## src/rtl/fc_util_pkg.sv

```systemverilog
// Shared FC receive definitions: ordered-set words, deframer state encoding and FIFO beat layout.
package fc_util;

   localparam logic [31:0] SOFI3 = 32'hBCB5_5656;
   localparam logic [31:0] SOFN3 = 32'hBCB5_3636;
   localparam logic [31:0] EOFT  = 32'hBC95_7575;
   localparam logic [31:0] EOFN  = 32'hBC95_D5D5;
   localparam logic [31:0] IDLE  = 32'hBC95_B5B5;

   localparam int FIFO_W = 35;

   typedef enum logic [1:0] {
      HUNT  = 2'd0,
      FRAME = 2'd1,
      DROP  = 2'd2
   } rx_deframe_state_t;

   // One FIFO entry; sop sits in the MSB so the packed layout is {sop,eop,err,data}.
   typedef struct packed {
      logic        sop;
      logic        eop;
      logic        err;
      logic [31:0] data;
   } rx_beat_t;

endpackage

```

## src/rtl/fc_rx_fifo.sv

```systemverilog
// Synchronous first-word-fall-through FIFO with a registered output stage.
// count_o includes the word held in the output register.
module fc_rx_fifo #(
   parameter int DEPTH = 16,
   parameter int W     = 35
) (
   input  logic                     clk,
   input  logic                     reset,
   input  logic                     push_i,
   input  logic [W-1:0]             push_data_i,
   input  logic                     pop_i,
   output logic [W-1:0]             rd_data_o,
   output logic                     rd_valid_o,
   output logic [$clog2(DEPTH):0]   count_o
);

   localparam int AW = $clog2(DEPTH);
   localparam logic [AW:0] DEPTH_C = (AW+1)'(DEPTH);

   logic [W-1:0]  mem_q [DEPTH];
   logic [AW-1:0] wptr_q, rptr_q;
   logic [AW:0]   mcnt_q, mcnt_d;
   logic [W-1:0]  out_q;
   logic          out_vld_q;
   logic          pop, load, wr;

   assign pop     = pop_i && out_vld_q;
   assign load    = (mcnt_q != '0) && (!out_vld_q || pop);
   // A pop in the same cycle frees a slot, so a push on a full FIFO still lands.
   assign wr      = push_i && ((count_o < DEPTH_C) || pop);
   assign count_o = mcnt_q + {{AW{1'b0}}, out_vld_q};
   assign mcnt_d  = mcnt_q + {{AW{1'b0}}, wr} - {{AW{1'b0}}, load};

   always_ff @(posedge clk) begin
      if (wr) mem_q[wptr_q] <= push_data_i;
   end

   always_ff @(posedge clk) begin
      if (reset) begin
         wptr_q    <= '0;
         rptr_q    <= '0;
         mcnt_q    <= '0;
         out_q     <= '0;
         out_vld_q <= 1'b0;
      end else begin
         if (wr) wptr_q <= wptr_q + AW'(1);
         if (load) begin
            out_q     <= mem_q[rptr_q];
            rptr_q    <= rptr_q + AW'(1);
            out_vld_q <= 1'b1;
         end else if (pop) begin
            out_vld_q <= 1'b0;
         end
         mcnt_q <= mcnt_d;
      end
   end

   assign rd_data_o  = out_q;
   assign rd_valid_o = out_vld_q;

endmodule

```

## src/rtl/fc_rx_deframer.sv

```systemverilog
// FC receive deframer: delimits SOF..EOF frames into Avalon-ST beats through fc_rx_fifo.
// Optional FC_RX_STATS_EN adds good/errored frame counters on the popped eop beats.
//   state | meaning
//   HUNT  | between frames, waiting for SOF with link active
//   FRAME | collecting words; last word parked in hold until its successor or EOF arrives
//   DROP  | frame aborted (too long or FIFO full), discarding until EOF or SOF
module fc_rx_deframer
   import fc_util::*;
#(
   parameter int FIFO_DEPTH      = 16,
   parameter int MAX_FRAME_WORDS = 537
) (
   input  logic        clk,
   input  logic        reset,
   input  logic [31:0] rx_data,
   input  logic [3:0]  rx_datak,
   input  logic        rx_code_err,
   input  logic        link_active,
   output logic [31:0] avrx_data,
   output logic        avrx_valid,
   input  logic        avrx_ready,
   output logic        avrx_startofpacket,
   output logic        avrx_endofpacket,
   output logic        avrx_error,
   output logic [31:0] stat_frames,
   output logic [31:0] stat_errors
);

   localparam int CW  = $clog2(FIFO_DEPTH) + 1;
   localparam int WCW = $clog2(MAX_FRAME_WORDS + 1);
   localparam logic [CW-1:0]  FULL_TH = CW'(FIFO_DEPTH - 1);
   localparam logic [CW-1:0]  ROOM_TH = CW'(FIFO_DEPTH);
   localparam logic [WCW-1:0] MAX_WC  = WCW'(MAX_FRAME_WORDS);

   rx_deframe_state_t state_q, state_d;
   logic [31:0]    hold_q, hold_d;
   logic           hold_vld_q, hold_vld_d;
   logic           first_q, first_d;
   logic           err_q, err_d;
   logic [WCW-1:0] wcnt_q, wcnt_d;

   logic is_sof, is_eof, is_data, is_other, need_push, abort;
   logic fifo_full, fifo_room, push, pop;
   rx_beat_t          push_beat;
   logic [FIFO_W-1:0] fifo_rd;
   logic [CW-1:0]     fifo_count;

   assign is_sof    = (rx_datak == 4'b1000) && (rx_data == SOFI3 || rx_data == SOFN3);
   assign is_eof    = (rx_datak == 4'b1000) && (rx_data == EOFT || rx_data == EOFN);
   assign is_data   = (rx_datak == 4'b0000);
   assign is_other  = !is_sof && !is_eof && !is_data;
   assign fifo_full = (fifo_count >= FULL_TH);
   assign fifo_room = (fifo_count < ROOM_TH);
   assign need_push = (is_data && hold_vld_q) || is_eof;
   assign abort     = (state_q == FRAME) &&
                      (!link_active || is_sof || is_other ||
                       (is_data && wcnt_q == MAX_WC) || (need_push && fifo_full));

   always_ff @(posedge clk) begin
      if (reset) state_q <= HUNT;
      else       state_q <= state_d;
   end

   always_comb begin
      state_d = state_q;
      case (state_q)
         HUNT:  if (is_sof && link_active) state_d = FRAME;
         FRAME: begin
            if (!link_active || is_other) state_d = HUNT;
            else if (is_sof)              state_d = FRAME;
            else if (abort)               state_d = DROP;
            else if (is_eof)              state_d = HUNT;
         end
         DROP: begin
            if (is_sof && link_active) state_d = FRAME;
            else if (is_eof)           state_d = HUNT;
         end
         default: state_d = HUNT;
      endcase
   end

   always_comb begin
      push       = (state_q == FRAME) && (abort || is_eof || (is_data && hold_vld_q)) && fifo_room;
      push_beat  = '{sop: 1'b1, eop: 1'b1, err: 1'b1, data: 32'h0};
      if (hold_vld_q) begin
         push_beat.data = hold_q;
         push_beat.sop  = first_q;
         push_beat.eop  = abort || is_eof;
         push_beat.err  = abort || (is_eof && err_q);
      end

      hold_d     = hold_q;
      hold_vld_d = hold_vld_q;
      first_d    = first_q;
      err_d      = err_q;
      wcnt_d     = wcnt_q;
      if (is_sof && link_active) begin
         hold_vld_d = 1'b0;
         first_d    = 1'b1;
         err_d      = 1'b0;
         wcnt_d     = '0;
      end else if (state_q == FRAME && state_d == FRAME) begin
         hold_d     = rx_data;
         hold_vld_d = 1'b1;
         first_d    = first_q && !push;
         err_d      = err_q || rx_code_err;
         wcnt_d     = wcnt_q + WCW'(1);
      end else if (state_d != FRAME) begin
         hold_vld_d = 1'b0;
      end
   end

   always_ff @(posedge clk) begin
      if (reset) begin
         hold_q     <= '0;
         hold_vld_q <= 1'b0;
         first_q    <= 1'b0;
         err_q      <= 1'b0;
         wcnt_q     <= '0;
      end else begin
         hold_q     <= hold_d;
         hold_vld_q <= hold_vld_d;
         first_q    <= first_d;
         err_q      <= err_d;
         wcnt_q     <= wcnt_d;
      end
   end

   fc_rx_fifo #(.DEPTH(FIFO_DEPTH), .W(FIFO_W)) u_fifo (
      .clk         (clk),
      .reset       (reset),
      .push_i      (push),
      .push_data_i (push_beat),
      .pop_i       (pop),
      .rd_data_o   (fifo_rd),
      .rd_valid_o  (avrx_valid),
      .count_o     (fifo_count)
   );

   assign pop                = avrx_valid && avrx_ready;
   assign avrx_data          = fifo_rd[31:0];
   assign avrx_error         = fifo_rd[32];
   assign avrx_endofpacket   = fifo_rd[33];
   assign avrx_startofpacket = fifo_rd[34];

`ifdef FC_RX_STATS_EN
   logic [31:0] stat_frames_q, stat_errors_q;

   always_ff @(posedge clk) begin
      if (reset) begin
         stat_frames_q <= '0;
         stat_errors_q <= '0;
      end else if (pop && avrx_endofpacket) begin
         if (avrx_error) stat_errors_q <= stat_errors_q + 32'd1;
         else            stat_frames_q <= stat_frames_q + 32'd1;
      end
   end

   assign stat_frames = stat_frames_q;
   assign stat_errors = stat_errors_q;
`else
   assign stat_frames = '0;
   assign stat_errors = '0;
`endif

endmodule
```

## config.mk

```make
export PLATFORM = sky130hd
export DESIGN_NAME = fc_rx_deframer
export DESIGN_NICKNAME = d
export VERILOG_FILES = /design/src/rtl/fc_util_pkg.sv /design/src/rtl/fc_rx_fifo.sv /design/src/rtl/fc_rx_deframer.sv
export SDC_FILE = /design/constraint.sdc
export NUM_CORES = 1
export LEC_CHECK = 0
export BUFFER_PORTS_ARGS = -buffer_cell sky130_fd_sc_hd__buf_2
export CAP_MARGIN = 20
export CORE_MARGIN = 2
export CORE_UTILIZATION = 40
export CTS_BUF_LIST = sky130_fd_sc_hd__clkbuf_8 sky130_fd_sc_hd__clkbuf_16
export DETAILED_ROUTE_END_ITERATION = 8
export SLEW_MARGIN = 5
export SYNTH_ARGS = -nofsm -noshare
export SYNTH_HDL_FRONTEND = slang
export SYNTH_SLANG_ARGS = --single-unit
```

## constraint.sdc

```tcl
create_clock -name clk -period 5.4 [get_ports clk]
set_input_delay 1.62 -clock clk [delete_from_list [all_inputs] [get_ports clk]]
set_output_delay 1.62 -clock clk [all_outputs]
set_load 0.03 [all_outputs]
```

==> results.sh, run 1 <==
export IMPL_clk_pin_slew_ns=0.06
export IMPL_start_util=0.403
export IMPL_grt_pass1_wl_um=85900
export IMPL_required_ns=5.65
export IMPL_leakage_nw=10.7
export IMPL_htreeDepth=3
export IMPL_cts_inserted_buffers=68
export IMPL_yosysTopAreaCellShare=0.649
export IMPL_io_buffers=76
export IMPL_relSlewSlack=0.424
export IMPL_avgSynthCellArea_um2=18.4
export IMPL_netlist_area_um2=25900
export IMPL_cp_end_kind="register"
export IMPL_num_antenna_cells=0
export IMPL_synth_cells=1404
export IMPL_status="complete, no violations"
export IMPL_drt_iter0_drc=1066
export IMPL_criticalPathCategory="primary input to register"
export IMPL_r2r_setup_slack_ns=1.93
export IMPL_hp_class="register to register"
export IMPL_grt_max_degree=53
export IMPL_yosysTopAreaCell="edfxtp_1"
export IMPL_ir_worst_vdd_mv=0.376
export IMPL_hold_violations=0
export IMPL_grt_usage=0.176
export IMPL_vias=12821
export IMPL_yosysMostFrequentCell="edfxtp_1"
export IMPL_synthDistinctLibCells=55
export IMPL_vias_per_cell=5.29
export IMPL_fp_row_count=93
export IMPL_fp_dieArea_um2=66800
export IMPL_drive_gt1_frac=0.266
export IMPL_design_core_area_um2=64200
export IMPL_skew_ns=0.0159
export IMPL_cts_sinks=656
export IMPL_holdBufCountCts=0
export IMPL_remaining_drc_errors=0
export IMPL_period_needed_ns=3.81
export IMPL_grt_overflow=0
export IMPL_fin_hold_ws_ns=0.450
export IMPL_antenna_found_initial=2
export IMPL_yosys_most_used_dff="edfxtp_1"
export IMPL_synth_area_top_cells="edfxtp_1, mux4_2, dfxtp_1"
export IMPL_power_density_nw_per_um2=425
export IMPL_gp_congestion=0.772
export IMPL_yosysSeqAreaShare=0.723
export IMPL_cts_resized=0
export IMPL_synth_seq_cells=656
export IMPL_cts_tree="done"
export IMPL_synth_edf_count=560
export IMPL_grt_pass1_vias=13262
export IMPL_cp_max_fo=16
export IMPL_finalCritPeriodShare=0.705
export IMPL_drtAntennaViolNets=0
export IMPL_worstPathArrival_ns=4.06
export IMPL_hpwl_um=34300
export IMPL_ys_async_sr_fraction=0
export IMPL_firstDrtPassIters=8
export IMPL_io_pins=141
export IMPL_ys_warn_count=0
export IMPL_die_h_um=258
export IMPL_maxSlewViolCount=0
export IMPL_grt_setup_unrepaired="no"
export IMPL_final_nets=1576
export IMPL_cp_start_kind="primary input"
export IMPL_worstSkewPairLatency_ns=0.60
export IMPL_area_growth_pct=13.2
export IMPL_yosys_top_cells_count="edfxtp_1, mux4_2, nand2_1"
export IMPL_drv_cap=0
export IMPL_wl_per_cell_um=23.9
export IMPL_setup_viol=0
export IMPL_die_w_um=258
export IMPL_cts_setup_buffers=0
export IMPL_fmax_mhz=263
export IMPL_root_buffer="clkbuf_16"
export IMPL_tightest_slew_ns=0.864
export IMPL_routed_wl_um=57900
export IMPL_finalSetupTns_ns=0
export IMPL_clk_path_buf_depth=3
## cell families (layout without fill, tap and decap cells)
family,count (synthesis),in the layout,synth area share
multiplexers,175,175,0.152
AO/OA/AOI/OAI,103,103,0.0248
XOR/XNOR,19,19,0.00642
flip-flops,656,656,0.723
adder cells (fa/ha/maj),18,18,0.00898
buffers and inverters,152,254,0.0327
AND/OR/NAND/NOR,280,280,0.0514
other,1,64,0.000145
## cell type report
type / count / area [µm²]
tap: 855 / 1070
fill: 5467 / 34900
sequential: 656 / 18700
timing repair buffer: 116 / 721
clock inverter: 50 / 285
inverter: 16 / 60.1
clock buffer: 72 / 1770
multi-input combinational: 659 / 6670
## worst max-delay path, cell delays in order
cell	delay, ns
buf_2	0.10
nand4bb_1	0.45
nor4_1	0.68
o2111ai_1	0.34
a21oi_1	0.24
a21oi_1	0.08
or3_1	0.53
## metrics by stage
stage,cell area (µm²),instances,worst slack (ns),power (mW),util
final,29300,2424,1.59,12.5,0.456
after global routing,29300,2424,1.52,13.0,0.456
after CTS,29300,2424,1.70,12.7,0.456
after detailed placement,27300,2302,1.07,8.33,0.424
after global placement,27300,2302,1.12,8.33,0.424
after floorplan,26100,1467,0.0153,7.65,-
## routing by layer
layer / up-vias / GRT usage / routed length (µm)
li1: 5602 / - / -
met4: 0 / 0.0610 / 1540
met1: 6747 / 0.238 / 24900
met3: 86 / 0.0379 / 3620
met5: - / 0 / 0
met2: 386 / 0.283 / 27800
## cells in the final DEF (no fill, tap or decap), types with 3 or more instances in the layout
master / instances
or3_1: 4
edfxtp_1: 560
buf_12: 3
nand4_1: 4
nand3_1: 6
clkinv_2: 6
nor3_1: 4
nand2_1: 149
buf_4: 38
nor2_1: 28
nor3_2: 6
nand4b_1: 3
conb_1: 64
inv_6: 6
buf_2: 75
clkbuf_16: 69
and2_1: 32
a21oi_1: 81
inv_1: 39
or2_2: 3
xnor2_1: 12
clkinv_1: 10
ha_1: 17
xor2_1: 7
nand2b_1: 6
nor2_4: 12
nor2b_1: 3
dfxtp_1: 92
clkbuf_8: 3
mux4_2: 175
a211oi_1: 4
## worst paths after layout
kind / cells after the start / start / end
worst max-delay path: 7 / rx_data[17] / u_fifo.mem_q[10][32]$_DFFE_PP_
worst min-delay path: 2 / u_fifo.rd_data_o[15]$_SDFFE_PP0P_ / u_fifo.rd_data_o[15]$_SDFFE_PP0P_
worst max register to register: 8 / u_fifo.rd_valid_o$_SDFFE_PP0P_ / u_fifo.mem_q[14][26]$_DFFE_PP_
worst min register to register: 2 / u_fifo.rd_data_o[15]$_SDFFE_PP0P_ / u_fifo.rd_data_o[15]$_SDFFE_PP0P_
## state kept, by name, summed over array words and instances (netlist names), 2 cells and up
signal / flops
hold_q: 32
state_q: 2
u_fifo.mcnt_q: 5
u_fifo.mem_q: 560
u_fifo.rptr_q: 4
u_fifo.wptr_q: 4
wcnt_q: 10
u_fifo.rd_data_o: 35
## power breakdown
group | switching, mW | internal (mW) | leakage, nW
Clock | 1.87 | 2.46 | 1.09
Sequential | 0.239 | 5.58 | 7.06
Combinational | 1.33 | 1.00 | 2.50
Total | 3.43 | 9.04 | 10.7
No activity file was read; power rests on OpenSTA's default activity.
==> run 2: changes to the inputs <==
- clock period: 5.4 -> 3.87 ns (I/O delays scaled with it)
==> results.sh, run 2 (same netlist as run 1, synthesis figures left out) <==
export IMPL_cts_resized=0
export IMPL_root_buffer="clkbuf_16"
export IMPL_top_layer="met4"
export IMPL_hp_class="register to register"
export IMPL_hold_violations=0
export IMPL_endpoint="u_fifo.mem_q[10][32]$_DFFE_PP_"
export IMPL_finalCritPeriodShare=0.798
export IMPL_finish_instance_area_um2=29800
export IMPL_holdBufCountCts=0
export IMPL_routed_wl_um=57700
export IMPL_gp_congestion=0.763
export IMPL_cts_inserted_buffers=68
export IMPL_cp_max_fo=16
export IMPL_grt_overflow=0
export IMPL_wl_per_cell_um=23.6
export IMPL_clk_pin_slew_ns=0.06
export IMPL_cp_end_kind="register"
export IMPL_worstPathArrival_ns=3.41
export IMPL_clk_path_buf_depth=3
export IMPL_die_w_um=258
export IMPL_final_cell_count_no_fill=2445
export IMPL_grt_pass1_vias=13105
export IMPL_utilization=0.463
export IMPL_vias_per_cell=5.27
export IMPL_place_area_um2=27600
export IMPL_start_util=0.403
export IMPL_largest_reg_flops=560
export IMPL_m1WireLength_um=26000
export IMPL_remaining_drc_errors=0
export IMPL_fin_ws_ns=0.782
export IMPL_worstSkewPairLatency_ns=0.61
export IMPL_drt_iter0_drc=1035
export IMPL_layout_commonest_cell="edfxtp_1"
export IMPL_dp_cells=2319
export IMPL_power_density_nw_per_um2=594
export IMPL_die_h_um=258
export IMPL_met2_length_um=27500
export IMPL_fin_hold_ws_ns=0.448
export IMPL_rr_worst_depth=9
export IMPL_drtAntennaViolNets=0
export IMPL_cts_sinks=656
export IMPL_cp_start_kind="primary input"
export IMPL_r2r_setup_slack_ns=0.82
export IMPL_firstDrtPassIters=5
export IMPL_max_flop_register="u_fifo.mem_q"
export IMPL_finalSetupTns_ns=0
export IMPL_n_fill_cell=5446
export IMPL_grt_max_degree=79
export IMPL_status="complete, no violations"
export IMPL_area_growth_pct=14.9
export IMPL_grt_usage=0.176
export IMPL_final_cell_mix="edfxtp_1, mux4_2, nand2_1, dfxtp_1, a21oi_1"
export IMPL_required_ns=4.19
export IMPL_tightest_slew_ns=0.791
export IMPL_maxSlewViolCount=0
export IMPL_io_buffers=76
export IMPL_power_total_mw=17.7
export IMPL_hpwl_um=34200
export IMPL_criticalPathCategory="primary input to register"
export IMPL_route_met3_wl_um=3170
export IMPL_cts_setup_buffers=0
export IMPL_design_core_area_um2=64200
export IMPL_htreeDepth=3
export IMPL_io_pins=141
export IMPL_fp_row_count=93
export IMPL_relSlewSlack=0.473
export IMPL_drive_gt1_frac=0.276
export IMPL_grt_setup_unrepaired="no"
export IMPL_drv_cap=0
export IMPL_antenna_found_initial=1
export IMPL_dp_slack_ns=0.151
export IMPL_leakage_nw=10.8
export IMPL_fp_dieArea_um2=66800
export IMPL_fmax_mhz=324
export IMPL_final_nets=1593
export IMPL_ir_worst_vdd_mv=0.365
export IMPL_cts_tree="done"
export IMPL_setup_viol=0
export IMPL_timing_rr_end="u_fifo.mem_q[7][25]$_DFFE_PP_"
export IMPL_grt_pass1_wl_um=86100
export IMPL_crit_reg2reg_launch="u_fifo.rd_valid_o$_SDFFE_PP0P_"
export IMPL_skew_ns=0.0334
export IMPL_crit_start="rx_data[17]"
export IMPL_period_needed_ns=3.09
export IMPL_vias=12886
## run 2: cell types whose count changed in the layout (fill, tap and decap cells not counted), moves of 2 or more
cell / delta
clkinv_2: +3
nor3_2: -4
nor3_4: +4
inv_1: -3
buf_12: +16
clkinvlp_4: -2
clkbuf_8: +3
bufinv_16: +2
## run 2: final cells by class
type | count | area, µm² | share of cell area
Sequential cell | 656 | 18700 | 0.630
Clock buffer | 74 | 1780 | 0.0600
Inverter | 16 | 60.1 | 0.00202
Clock inverter | 51 | 345 | 0.0116
Multi-Input combinational cell | 659 | 6690 | 0.225
Antenna cell | 1 | 2.50 | 0.0000841
Tap cell | 855 | 1070 | 0.0360
Timing Repair Buffer | 133 | 1050 | 0.0352
## run 2: metal layers
| layer | vias to the layer above | GRT usage |
|---|---|---|
| met2 | 376 | 0.277 |
| met5 | - | 0 |
| met4 | 0 | 0.0507 |
| li1 | 5647 | - |
| met1 | 6808 | 0.254 |
| met3 | 55 | 0.0284 |
## run 2: worst min-delay path by stage
stage,from,endpoint,slack (ns),cells past startpoint
floorplan,hold_q[0]$_SDFFE_PP0P_,hold_q[0]$_SDFFE_PP0P_,0.43,2
global placement,u_fifo.rd_data_o[25]$_SDFFE_PP0P_,u_fifo.rd_data_o[25]$_SDFFE_PP0P_,0.44,2
detailed placement,hold_q[25]$_SDFFE_PP0P_,hold_q[25]$_SDFFE_PP0P_,0.44,2
CTS,hold_q[25]$_SDFFE_PP0P_,hold_q[25]$_SDFFE_PP0P_,0.45,2
global route,u_fifo.rd_data_o[9]$_SDFFE_PP0P_,u_fifo.rd_data_o[9]$_SDFFE_PP0P_,0.47,2
finish,u_fifo.rd_data_o[25]$_SDFFE_PP0P_,u_fifo.rd_data_o[25]$_SDFFE_PP0P_,0.45,2
## run 2: critical path: stages
cell and delay, ns:
buf_2 0.15, nand4bb_1 0.36, nor4_1 0.48, o2111ai_1 0.26, buf_4 0.22, o21ba_2 0.20
a21oi_1 0.12, or3_1 0.44
## run 2: power breakdown
group          switching (mW)  leakage (nW)  internal (mW)
registers               0.262          7.06           7.79
clock network            2.63          1.13           3.59
logic                    1.95          2.62           1.45
total                    4.85          10.8           12.8
